**config.mk**
```make
export PLATFORM = sky130hd
export DESIGN_NAME = vae_layer_sequencer
export DESIGN_NICKNAME = d
export VERILOG_FILES = /design/src/rtl/vae_seq_pkg.sv /design/src/rtl/vae_layer_sequencer_next_stage.sv /design/src/rtl/vae_layer_sequencer.sv
export SDC_FILE = /design/constraint.sdc
export NUM_CORES = 1
export LEC_CHECK = 0
export BUFFER_PORTS_ARGS = -buffer_cell sky130_fd_sc_hd__buf_2
export CORE_ASPECT_RATIO = 0.7
export CORE_MARGIN = 2
export CORE_UTILIZATION = 52
export CTS_CLUSTER_SIZE = 25
export DETAILED_ROUTE_END_ITERATION = 10
export PLACE_DENSITY = 0.78
export SETUP_SLACK_MARGIN = 0.02
export SYNTH_ARGS = -nofsm -noshare
export SYNTH_HDL_FRONTEND = slang
export SYNTH_HIERARCHICAL = 1
export SYNTH_SLANG_ARGS = --single-unit
```
**constraint.sdc**
```tcl
create_clock -name clk -period 3.93 [get_ports clk]
set_clock_uncertainty 0.1 [all_clocks]
set_input_delay 0.9825 -clock clk [delete_from_list [all_inputs] [get_ports clk]]
set_output_delay 0.9825 -clock clk [all_outputs]
set_load 0.02 [all_outputs]
```
**src/rtl/vae_seq_pkg.sv**
```systemverilog
// Shared definitions for the VAE layer sequencer: state encoding, stage indices
// and default stage count.
package vae_seq_pkg;

    typedef enum logic [1:0] {
        S_IDLE  = 2'd0,
        S_ARM   = 2'd1,
        S_RUN   = 2'd2,
        S_LATCH = 2'd3
    } seq_state_t;

    localparam int unsigned DEFAULT_NUM_STAGES = 5;
    localparam int unsigned IDX_W              = 3;

    localparam logic [IDX_W-1:0] ST_ENC1   = 3'd0;
    localparam logic [IDX_W-1:0] ST_ENC2   = 3'd1;
    localparam logic [IDX_W-1:0] ST_LAMBDA = 3'd2;
    localparam logic [IDX_W-1:0] ST_DEC1   = 3'd3;
    localparam logic [IDX_W-1:0] ST_DEC2   = 3'd4;

endpackage

```
**src/rtl/vae_layer_sequencer_next_stage.sv**
```systemverilog
// Combinational priority finder: lowest enabled stage above the current index,
// or the lowest enabled stage overall when from_start is set.
module vae_next_stage
    import vae_seq_pkg::*;
#(
    parameter int unsigned NUM_STAGES = DEFAULT_NUM_STAGES
) (
    input  logic [NUM_STAGES-1:0] mask,
    input  logic [IDX_W-1:0]      cur,
    input  logic                  from_start,
    output logic [IDX_W-1:0]      next_idx,
    output logic                  valid
);

    logic [NUM_STAGES-1:0] cand;

    generate
        for (genvar gi = 0; gi < NUM_STAGES; gi++) begin : g_cand
            assign cand[gi] = mask[gi] && (from_start || (IDX_W'(gi) > cur));
        end
    endgenerate

    // Scan downwards so the lowest candidate is the last one written.
    always_comb begin
        next_idx = '0;
        valid    = 1'b0;
        for (int i = NUM_STAGES - 1; i >= 0; i--) begin
            if (cand[i]) begin
                next_idx = IDX_W'(i);
                valid    = 1'b1;
            end
        end
    end

endmodule

```
**src/rtl/vae_layer_sequencer.sv**
```systemverilog
// Steps the VAE compute stages through reset/release/done/latch in mask order.
// Optional RUN-state watchdog enabled by defining WATCHDOG_EN.
module vae_layer_sequencer
    import vae_seq_pkg::*;
#(
    parameter int unsigned NUM_STAGES     = DEFAULT_NUM_STAGES,
    parameter int unsigned RST_CYCLES     = 2,
    parameter int unsigned TIMEOUT_CYCLES = 4096
) (
    input  logic                  clk,
    input  logic                  reset,
    input  logic                  start,
    input  logic [NUM_STAGES-1:0] run_mask,
    input  logic [NUM_STAGES-1:0] stage_done,
    output logic [NUM_STAGES-1:0] stage_rst,
    output logic [NUM_STAGES-1:0] stage_latch,
    output logic [2:0]            cur_stage,
    output logic                  busy,
    output logic                  done_all,
    output logic                  error
);

    localparam int unsigned CNT_W = $clog2(RST_CYCLES) + 1;

    seq_state_t            state_reg, state_next;
    logic [IDX_W-1:0]      cur_reg, cur_next;
    logic [NUM_STAGES-1:0] mask_reg, mask_next;
    logic [NUM_STAGES-1:0] stage_rst_reg, stage_rst_next;
    logic [CNT_W-1:0]      cnt_reg, cnt_next;
    logic                  done_all_reg, done_all_next;

    logic [NUM_STAGES-1:0] finder_mask;
    logic [IDX_W-1:0]      finder_idx;
    logic                  finder_valid;
    logic                  from_start;

    // One finder serves both the first-stage pick (live run_mask) and the advance.
    assign from_start  = (state_reg == S_IDLE);
    assign finder_mask = from_start ? run_mask : mask_reg;

    vae_next_stage #(
        .NUM_STAGES (NUM_STAGES)
    ) u_next_stage (
        .mask       (finder_mask),
        .cur        (cur_reg),
        .from_start (from_start),
        .next_idx   (finder_idx),
        .valid      (finder_valid)
    );

`ifdef WATCHDOG_EN
    localparam int unsigned WD_W = $clog2(TIMEOUT_CYCLES) + 1;
    logic [WD_W-1:0] wd_cnt_reg, wd_cnt_next;
    logic            error_reg, error_next;
`endif

    always_comb begin
        state_next     = state_reg;
        cur_next       = cur_reg;
        mask_next      = mask_reg;
        stage_rst_next = stage_rst_reg;
        cnt_next       = cnt_reg;
        done_all_next  = done_all_reg;
`ifdef WATCHDOG_EN
        wd_cnt_next    = wd_cnt_reg;
        error_next     = error_reg;
`endif
        case (state_reg)
            S_IDLE: begin
                if (start) begin
                    mask_next      = run_mask;
                    stage_rst_next = '1;
                    cnt_next       = '0;
`ifdef WATCHDOG_EN
                    error_next     = 1'b0;
`endif
                    if (finder_valid) begin
                        state_next    = S_ARM;
                        cur_next      = finder_idx;
                        done_all_next = 1'b0;
                    end else begin
                        done_all_next = 1'b1;
                    end
                end
            end
            S_ARM: begin
                if (cnt_reg == CNT_W'(RST_CYCLES - 1)) begin
                    state_next              = S_RUN;
                    cnt_next                = '0;
                    stage_rst_next[cur_reg] = 1'b0;
`ifdef WATCHDOG_EN
                    wd_cnt_next             = '0;
`endif
                end else begin
                    cnt_next = cnt_reg + 1'b1;
                end
            end
            S_RUN: begin
                if (stage_done[cur_reg]) begin
                    state_next = S_LATCH;
`ifdef WATCHDOG_EN
                end else if (wd_cnt_reg == WD_W'(TIMEOUT_CYCLES - 1)) begin
                    state_next     = S_IDLE;
                    cur_next       = '0;
                    stage_rst_next = '1;
                    error_next     = 1'b1;
                end else begin
                    wd_cnt_next = wd_cnt_reg + 1'b1;
`endif
                end
            end
            S_LATCH: begin
                if (finder_valid) begin
                    state_next = S_ARM;
                    cur_next   = finder_idx;
                    cnt_next   = '0;
                end else begin
                    state_next    = S_IDLE;
                    cur_next      = '0;
                    done_all_next = 1'b1;
                end
            end
            default: state_next = S_IDLE;
        endcase
    end

    always_ff @(posedge clk) begin
        if (reset) begin
            state_reg     <= S_IDLE;
            cur_reg       <= '0;
            mask_reg      <= '0;
            stage_rst_reg <= '1;
            cnt_reg       <= '0;
            done_all_reg  <= 1'b0;
        end else begin
            state_reg     <= state_next;
            cur_reg       <= cur_next;
            mask_reg      <= mask_next;
            stage_rst_reg <= stage_rst_next;
            cnt_reg       <= cnt_next;
            done_all_reg  <= done_all_next;
        end
    end

`ifdef WATCHDOG_EN
    always_ff @(posedge clk) begin
        if (reset) begin
            wd_cnt_reg <= '0;
            error_reg  <= 1'b0;
        end else begin
            wd_cnt_reg <= wd_cnt_next;
            error_reg  <= error_next;
        end
    end
    assign error = error_reg;
`else
    assign error = 1'b0;
`endif

    generate
        for (genvar gi = 0; gi < NUM_STAGES; gi++) begin : g_latch
            assign stage_latch[gi] = (state_reg == S_LATCH) && (cur_reg == IDX_W'(gi));
        end
    endgenerate

    assign stage_rst = stage_rst_reg;
    assign cur_stage = (state_reg == S_IDLE) ? 3'd0 : cur_reg;
    assign busy      = (state_reg != S_IDLE);
    assign done_all  = done_all_reg;

endmodule

```
==> impl_metrics.env, run 1 <==
export IMPL_syn_inst=142
export IMPL_yosysTopAreaCell="dfxtp_1"
export IMPL_synth_fp_nets=159
export IMPL_switching_power_mw=0.406
export IMPL_wl_per_cell_um=12.6
export IMPL_drv_slew=0
export IMPL_io_buffers=27
export IMPL_slew_headroom_pct=52.5
export IMPL_crit_path_top_delay_cell="ha_1"
export IMPL_power_density_mw_per_mm2=677
export IMPL_r2r_cells=11
export IMPL_cts_buffer_depth=2
export IMPL_area_delta_synth_final_pct=14.8
export IMPL_final_area_mm2=0.00133
export IMPL_reg2reg_slack_ns=0.76
export IMPL_setup_viol=0
export IMPL_r2r_start="state_reg[0]"
export IMPL_syn_avg_cell_area_um2=8.17
export IMPL_power_leakage_nw=0.531
export IMPL_tns_ns=0
export IMPL_cp_end_kind="register"
export IMPL_layout_nets=184
export IMPL_grt_pass1_wl_um=4170
export IMPL_clk_pin_slew_ns=0.10
export IMPL_cts_buffers_inserted=3
export IMPL_dpl_cell_area_mm2=0.00129
export IMPL_die_h_um=43.5
export IMPL_p_sw_share_pct=45.0
export IMPL_endpoint="cur_reg[2]"
export IMPL_drv_cap=0
export IMPL_totalWireLength_um=2500
export IMPL_clkPwrFrac_pct=12.7
export IMPL_globalplace_congestion=0.830
export IMPL_grt_antenna_before_repair=0
export IMPL_cts_resized=0
export IMPL_cp_startpoint="state_reg[0]"
export IMPL_cts_setup_buffers=0
export IMPL_grt_usage_pct=20.9
export IMPL_die_area_mm2=0.00263
export IMPL_start_kind="register"
export IMPL_firstDrtPassIters=4
export IMPL_period_share_pct=80.7
export IMPL_hp_class="reg2reg"
export IMPL_grtUsageMet3_pct=5.37
export IMPL_met1_usage_pct=31.4
export IMPL_clock_sinks=18
export IMPL_synth_top_cell_area_share_pct=31.1
export IMPL_seq_power_share_pct=30.1
export IMPL_grt_max_degree=23
export IMPL_io_pins=29
export IMPL_ant_nets=0
export IMPL_drive_above_1_share_pct=24.7
export IMPL_hold_buffers=0
export IMPL_met2_usage_pct=29.8
export IMPL_yosys_register_bits=18
export IMPL_fillers=199
export IMPL_crit_path_max_incr_delay_ns=0.63
export IMPL_p_int_mw=0.495
export IMPL_viasPerCell=5.47
export IMPL_status="finished clean"
export IMPL_rows=14
export IMPL_ctsHtreeMaxLevel=1
export IMPL_first_iter_violations=38
export IMPL_start_util_pct=54.3
export IMPL_grt_setup_unrepaired="no"
export IMPL_cts_root_buf="clkbuf_4"
export IMPL_synth_seq_area_share_pct=31.1
export IMPL_path_cells="inv_1, ha_1, mux2_1, nor2b_1, o311ai_2, nand4_1, nand2_1, nor2_1, a21oi_1, nand3b_1, a21oi_1"
export IMPL_worst_pin_slew_ns=0.713
export IMPL_layout_min_cycle_time_ns=3.17
export IMPL_first_global_vias=931
export IMPL_worst_ep_required_time_ns=4.02
export IMPL_crit_arrival_ns=3.26
export IMPL_path_class="reg2reg"
export IMPL_hold_viol=0
export IMPL_insertion_delay_ns=0.30
export IMPL_gr_total_overflow=0
export IMPL_die_x_um=60.5
export IMPL_vdd_ir_drop_max_mv=0.441
export IMPL_worstReg2RegEnd="cur_reg[2]"
export IMPL_comb_power_share_pct=57.2
export IMPL_fmax_mhz=315
export IMPL_cp_max_fo=22
export IMPL_cts_tree="built"
export IMPL_fp_coreArea_mm2=0.00214
export IMPL_route_vias_total=1084
export IMPL_num_antenna_cells=0
export IMPL_drc=0
export IMPL_place_hpwl_um=1920
export IMPL_yosys_top_cells_area="dfxtp_1 (31%), nand2_1 (5.8%), mux2_1 (4.9%)"
export IMPL_synth_cell_types=42
export IMPL_grt_busiest_layer="met1"
export IMPL_syn_cell_area_mm2=0.00116
export IMPL_ys_warn_count=6
export IMPL_critPathMostFrequentCell="a21oi_1"
[cell families (layout without fill, tap and decap cells)]
group                    count (synthesis)  after routing  synth area share [%]
adder cells (fa/ha/maj)                  4              4                  4.32
buffers and inverters                   15             39                  6.36
multiplexers                             9              9                  8.31
other                                    1              1                 0.323
AO/OA/AOI/OAI                           32             32                  19.8
AND/OR/NAND/NOR                         63             63                  29.8
flip-flops                              18             18                  31.1
[metrics by stage]
step	hold WS (ns)	instances	util [%]	setup WS, ns	power (mW)
floorplan	0.332	142	-	1.00	0.685
CTS	0.360	198	62.3	0.797	0.900
global placement	0.333	194	60.6	0.967	0.769
global route	0.388	198	62.3	0.476	0.973
detailed placement	0.342	194	60.6	0.808	0.786
finish	0.361	198	62.3	0.759	0.901
[placed cells by master, fill, tap and decap left out, types with 2 or more instances in the layout]
cell type / instances
a21o_1: 3
a21oi_1: 10
buf_2: 27
clkbuf_4: 3
dfxtp_1: 18
ha_1: 4
inv_1: 5
inv_2: 2
mux2_1: 5
mux2i_1: 4
nand2_1: 18
nand2b_1: 8
nand3_1: 5
nand3b_1: 5
nor2_1: 8
nor2b_1: 5
nor3_1: 5
o21a_1: 2
o21ai_0: 3
o21ai_1: 2
o31ai_1: 2
or2_1: 2
[power by group through the flow]
| stage | registers, mW | logic (mW) | clock network (mW) |
|---|---|---|---|
| 2_1_floorplan | 0.263 | 0.422 | 0 |
| 3_3_place_gp | 0.271 | 0.497 | 0 |
| 3_5_place_dp | 0.275 | 0.511 | 0 |
| 4_1_cts | 0.271 | 0.512 | 0.117 |
| 5_1_grt | 0.278 | 0.568 | 0.127 |
| 6_report | 0.272 | 0.516 | 0.114 |
[synthesized netlist by cell type]
cell,n
buf_2,5
or2_1,2
o31ai_1,2
buf_4,1
nor3b_1,1
nor3_1,5
o311ai_2,1
ha_1,4
o221ai_2,1
mux2i_1,4
o2111ai_1,1
o21ai_2,1
o2111a_1,1
nor2_1,8
clkbuf_1,1
dfxtp_1,18
nor4b_1,1
a211oi_1,1
a311oi_1,1
nand2b_1,8
buf_6,1
nand2_1,18
nor2b_1,5
or4b_4,1
a21oi_1,10
a221oi_1,1
mux2_1,5
nand3b_1,5
a22oi_1,1
conb_1,1
a21o_1,3
o311a_1,1
o21ai_1,2
nand3_1,5
nand2_2,1
o21a_1,2
inv_2,2
nor3b_2,1
inv_1,5
and3_4,1
nand4_1,1
o21ai_0,3
[worst min-delay path by stage]
stage | to | start | slack (ns) | cells after the start
floorplan | mask_reg[0] | mask_reg[0] | 0.33 | 2
global placement | stage_rst[4] | stage_rst[4] | 0.33 | 1
detailed placement | stage_rst[4] | stage_rst[4] | 0.34 | 1
CTS | mask_reg[1] | mask_reg[1] | 0.36 | 2
global route | mask_reg[4] | mask_reg[4] | 0.39 | 2
finish | stage_rst[4] | stage_rst[4] | 0.36 | 1
[metal layers]
layer  vias to the layer above  share of wire [%]
li1                        548                  -
met1                       509                 49
met2                        27                 46
met3                         0                5.2
met4                         0                  0
met5                         -                  0
[cell type report]
cell class | count | area [µm²] | share of cell area (%)
Timing Repair Buffer | 28 | 143 | 10.7
Tap cell | 32 | 40.0 | 3.01
Multi-Input combinational cell | 109 | 726 | 54.5
Inverter | 7 | 26.3 | 1.97
Clock buffer | 4 | 36.3 | 2.73
Sequential cell | 18 | 360 | 27.1
[critical path: cells and delay by family (launching register included)]
kind / cells / cell delay [ns]
muxes: 1 / 0.41
DFF: 1 / 0.36
and+or+nand+nor: 5 / 0.79
adders and majority gates: 1 / 0.63
AOI/OAI and AO/OA: 3 / 0.68
buffers and inverters: 1 / 0.11
(Power assumes the default switching activity.)
==> inputs of run 2 (changes only) <==
- CORE_UTILIZATION: 52 -> 47
- PLACE_DENSITY: 0.78 -> 0.75
- clock period: 3.93 -> 2.8 ns (I/O delays scaled with it)
==> impl_metrics.env, run 2 (synthesis results as in run 1) <==
export IMPL_first_iter_violations=73
export IMPL_place_hpwl_um=1970
export IMPL_grt_max_degree=17
export IMPL_period_share_pct=92.8
export IMPL_ctsHtreeMaxLevel=1
export IMPL_hold_viol=0
export IMPL_drv_cap=0
export IMPL_reg2reg_slack_ns=0.20
export IMPL_hold_ws_ns=0.360
export IMPL_start_kind="register"
export IMPL_slew_headroom_pct=66.4
export IMPL_whs_path_depth=2
export IMPL_power_density_mw_per_mm2=1000
export IMPL_fmax_mhz=385
export IMPL_ant_nets=0
export IMPL_cts_tree="built"
export IMPL_layout_nets=193
export IMPL_worst_ep_required_time_ns=2.88
export IMPL_cts_buffer_depth=2
export IMPL_die_x_um=63.4
export IMPL_cts_buffers_inserted=3
export IMPL_insertion_delay_ns=0.29
export IMPL_layout_common_cells="buf_2 (27), nand2_1 (18), dfxtp_1 (16)"
export IMPL_path_class="reg2reg"
export IMPL_cp_max_fo=6
export IMPL_power_leakage_nw=0.583
export IMPL_start_util_pct=48.3
export IMPL_drc=0
export IMPL_first_global_vias=977
export IMPL_clock_sinks=18
export IMPL_layout_min_cycle_time_ns=2.60
export IMPL_grt_antenna_before_repair=0
export IMPL_fin_cells=209
export IMPL_r2r_start="state_reg[1]"
export IMPL_clk_pin_slew_ns=0.10
export IMPL_hold_path_end="stage_rst[2]"
export IMPL_place_inst=197
export IMPL_fp_coreArea_mm2=0.00240
export IMPL_status="finished clean"
export IMPL_worst_pin_slew_ns=0.503
export IMPL_die_area_mm2=0.00289
export IMPL_die_h_um=45.6
export IMPL_rows=15
export IMPL_grt_pass1_wl_um=4570
export IMPL_vdd_ir_drop_max_mv=0.613
export IMPL_cp_end_kind="register"
export IMPL_layout_commonest_cell="buf_2"
export IMPL_hold_buffers=0
export IMPL_grt_usage_pct=20.4
export IMPL_wl_per_cell_um=13.8
export IMPL_firstDrtPassIters=4
export IMPL_r2r_cells=11
export IMPL_worstHoldStart="stage_rst[2]"
export IMPL_cts_root_buf="clkbuf_4"
export IMPL_hp_class="reg2reg"
export IMPL_totalWireLength_um=2880
export IMPL_num_antenna_cells=0
export IMPL_route_vias_total=1108
export IMPL_viasPerCell=5.30
export IMPL_area_delta_synth_final_pct=23.5
export IMPL_drive_above_1_share_pct=32.6
export IMPL_setup_viol=0
export IMPL_fin_util_pct=59.6
export IMPL_crit_arrival_ns=2.68
export IMPL_io_pins=29
export IMPL_drv_slew=0
export IMPL_worstReg2RegEnd="cur_reg[2]"
export IMPL_io_buffers=27
export IMPL_gr_total_overflow=0
export IMPL_globalplace_congestion=0.781
## run 2: where the power goes
part / internal (mW) / switching (mW)
clock network: 0.0793 / 0.0825
registers: 0.313 / 0.0731
logic: 0.418 / 0.473
total: 0.810 / 0.628
## run 2: area by class of cell
type	count	area (µm²)
multi-input cells	109	754
well taps	34	42.5
flip-flops and latches	18	363
fillers	225	970
repair buffers	37	210
inverters	7	26.3
clock buffers	4	36.3
## run 2: repair_timing
action                     CTS  global route
resized for setup            0             6
setup endpoints to repair    0             7
buffers inserted             0             8
## run 2: metal layers
metal	vias to the layer above	GRT usage [%]	part of all wire (%)
li1	568	-	-
met1	516	28.7	50
met2	20	31.6	45
met3	4	5.69	4.3
met4	0	4.78	1.2
met5	-	0	0
## run 2: metrics by stage
stage | power [mW] | setup slack (ns) | instance area [µm²] | setup TNS (ns)
floorplan | 0.988 | 0.0575 | 1170 | 0
global placement | 1.13 | 0.188 | 1320 | 0
detailed placement | 1.14 | 0.0550 | 1320 | 0
CTS | 1.31 | 0.0524 | 1350 | 0
global route | 1.56 | -0.0665 | 1430 | -0.183
finish | 1.44 | 0.202 | 1430 | 0
## run 2: worst max path at each step
stage                 end  depth (start not counted)          from
3_3_place_gp   cnt_reg[0]                          9   run_mask[3]
6_report       cur_reg[2]                         11  state_reg[1]
2_1_floorplan  cnt_reg[0]                         12  state_reg[0]
5_1_grt        cur_reg[0]                         11  state_reg[1]
3_5_place_dp   cur_reg[2]                         10   run_mask[3]
4_1_cts        cur_reg[2]                         11  state_reg[0]
## run 2: worst max-delay path: stages (launching register included)
cell      delay [ns]
dfxtp_2         0.38
inv_1           0.09
ha_4            0.19
buf_4           0.15
mux2_1          0.35
o21ai_0         0.34
nand4_1         0.27
nand2_1         0.16
nor2_1          0.06
a21oi_2         0.20
nand3b_1        0.15
a21oi_1         0.07
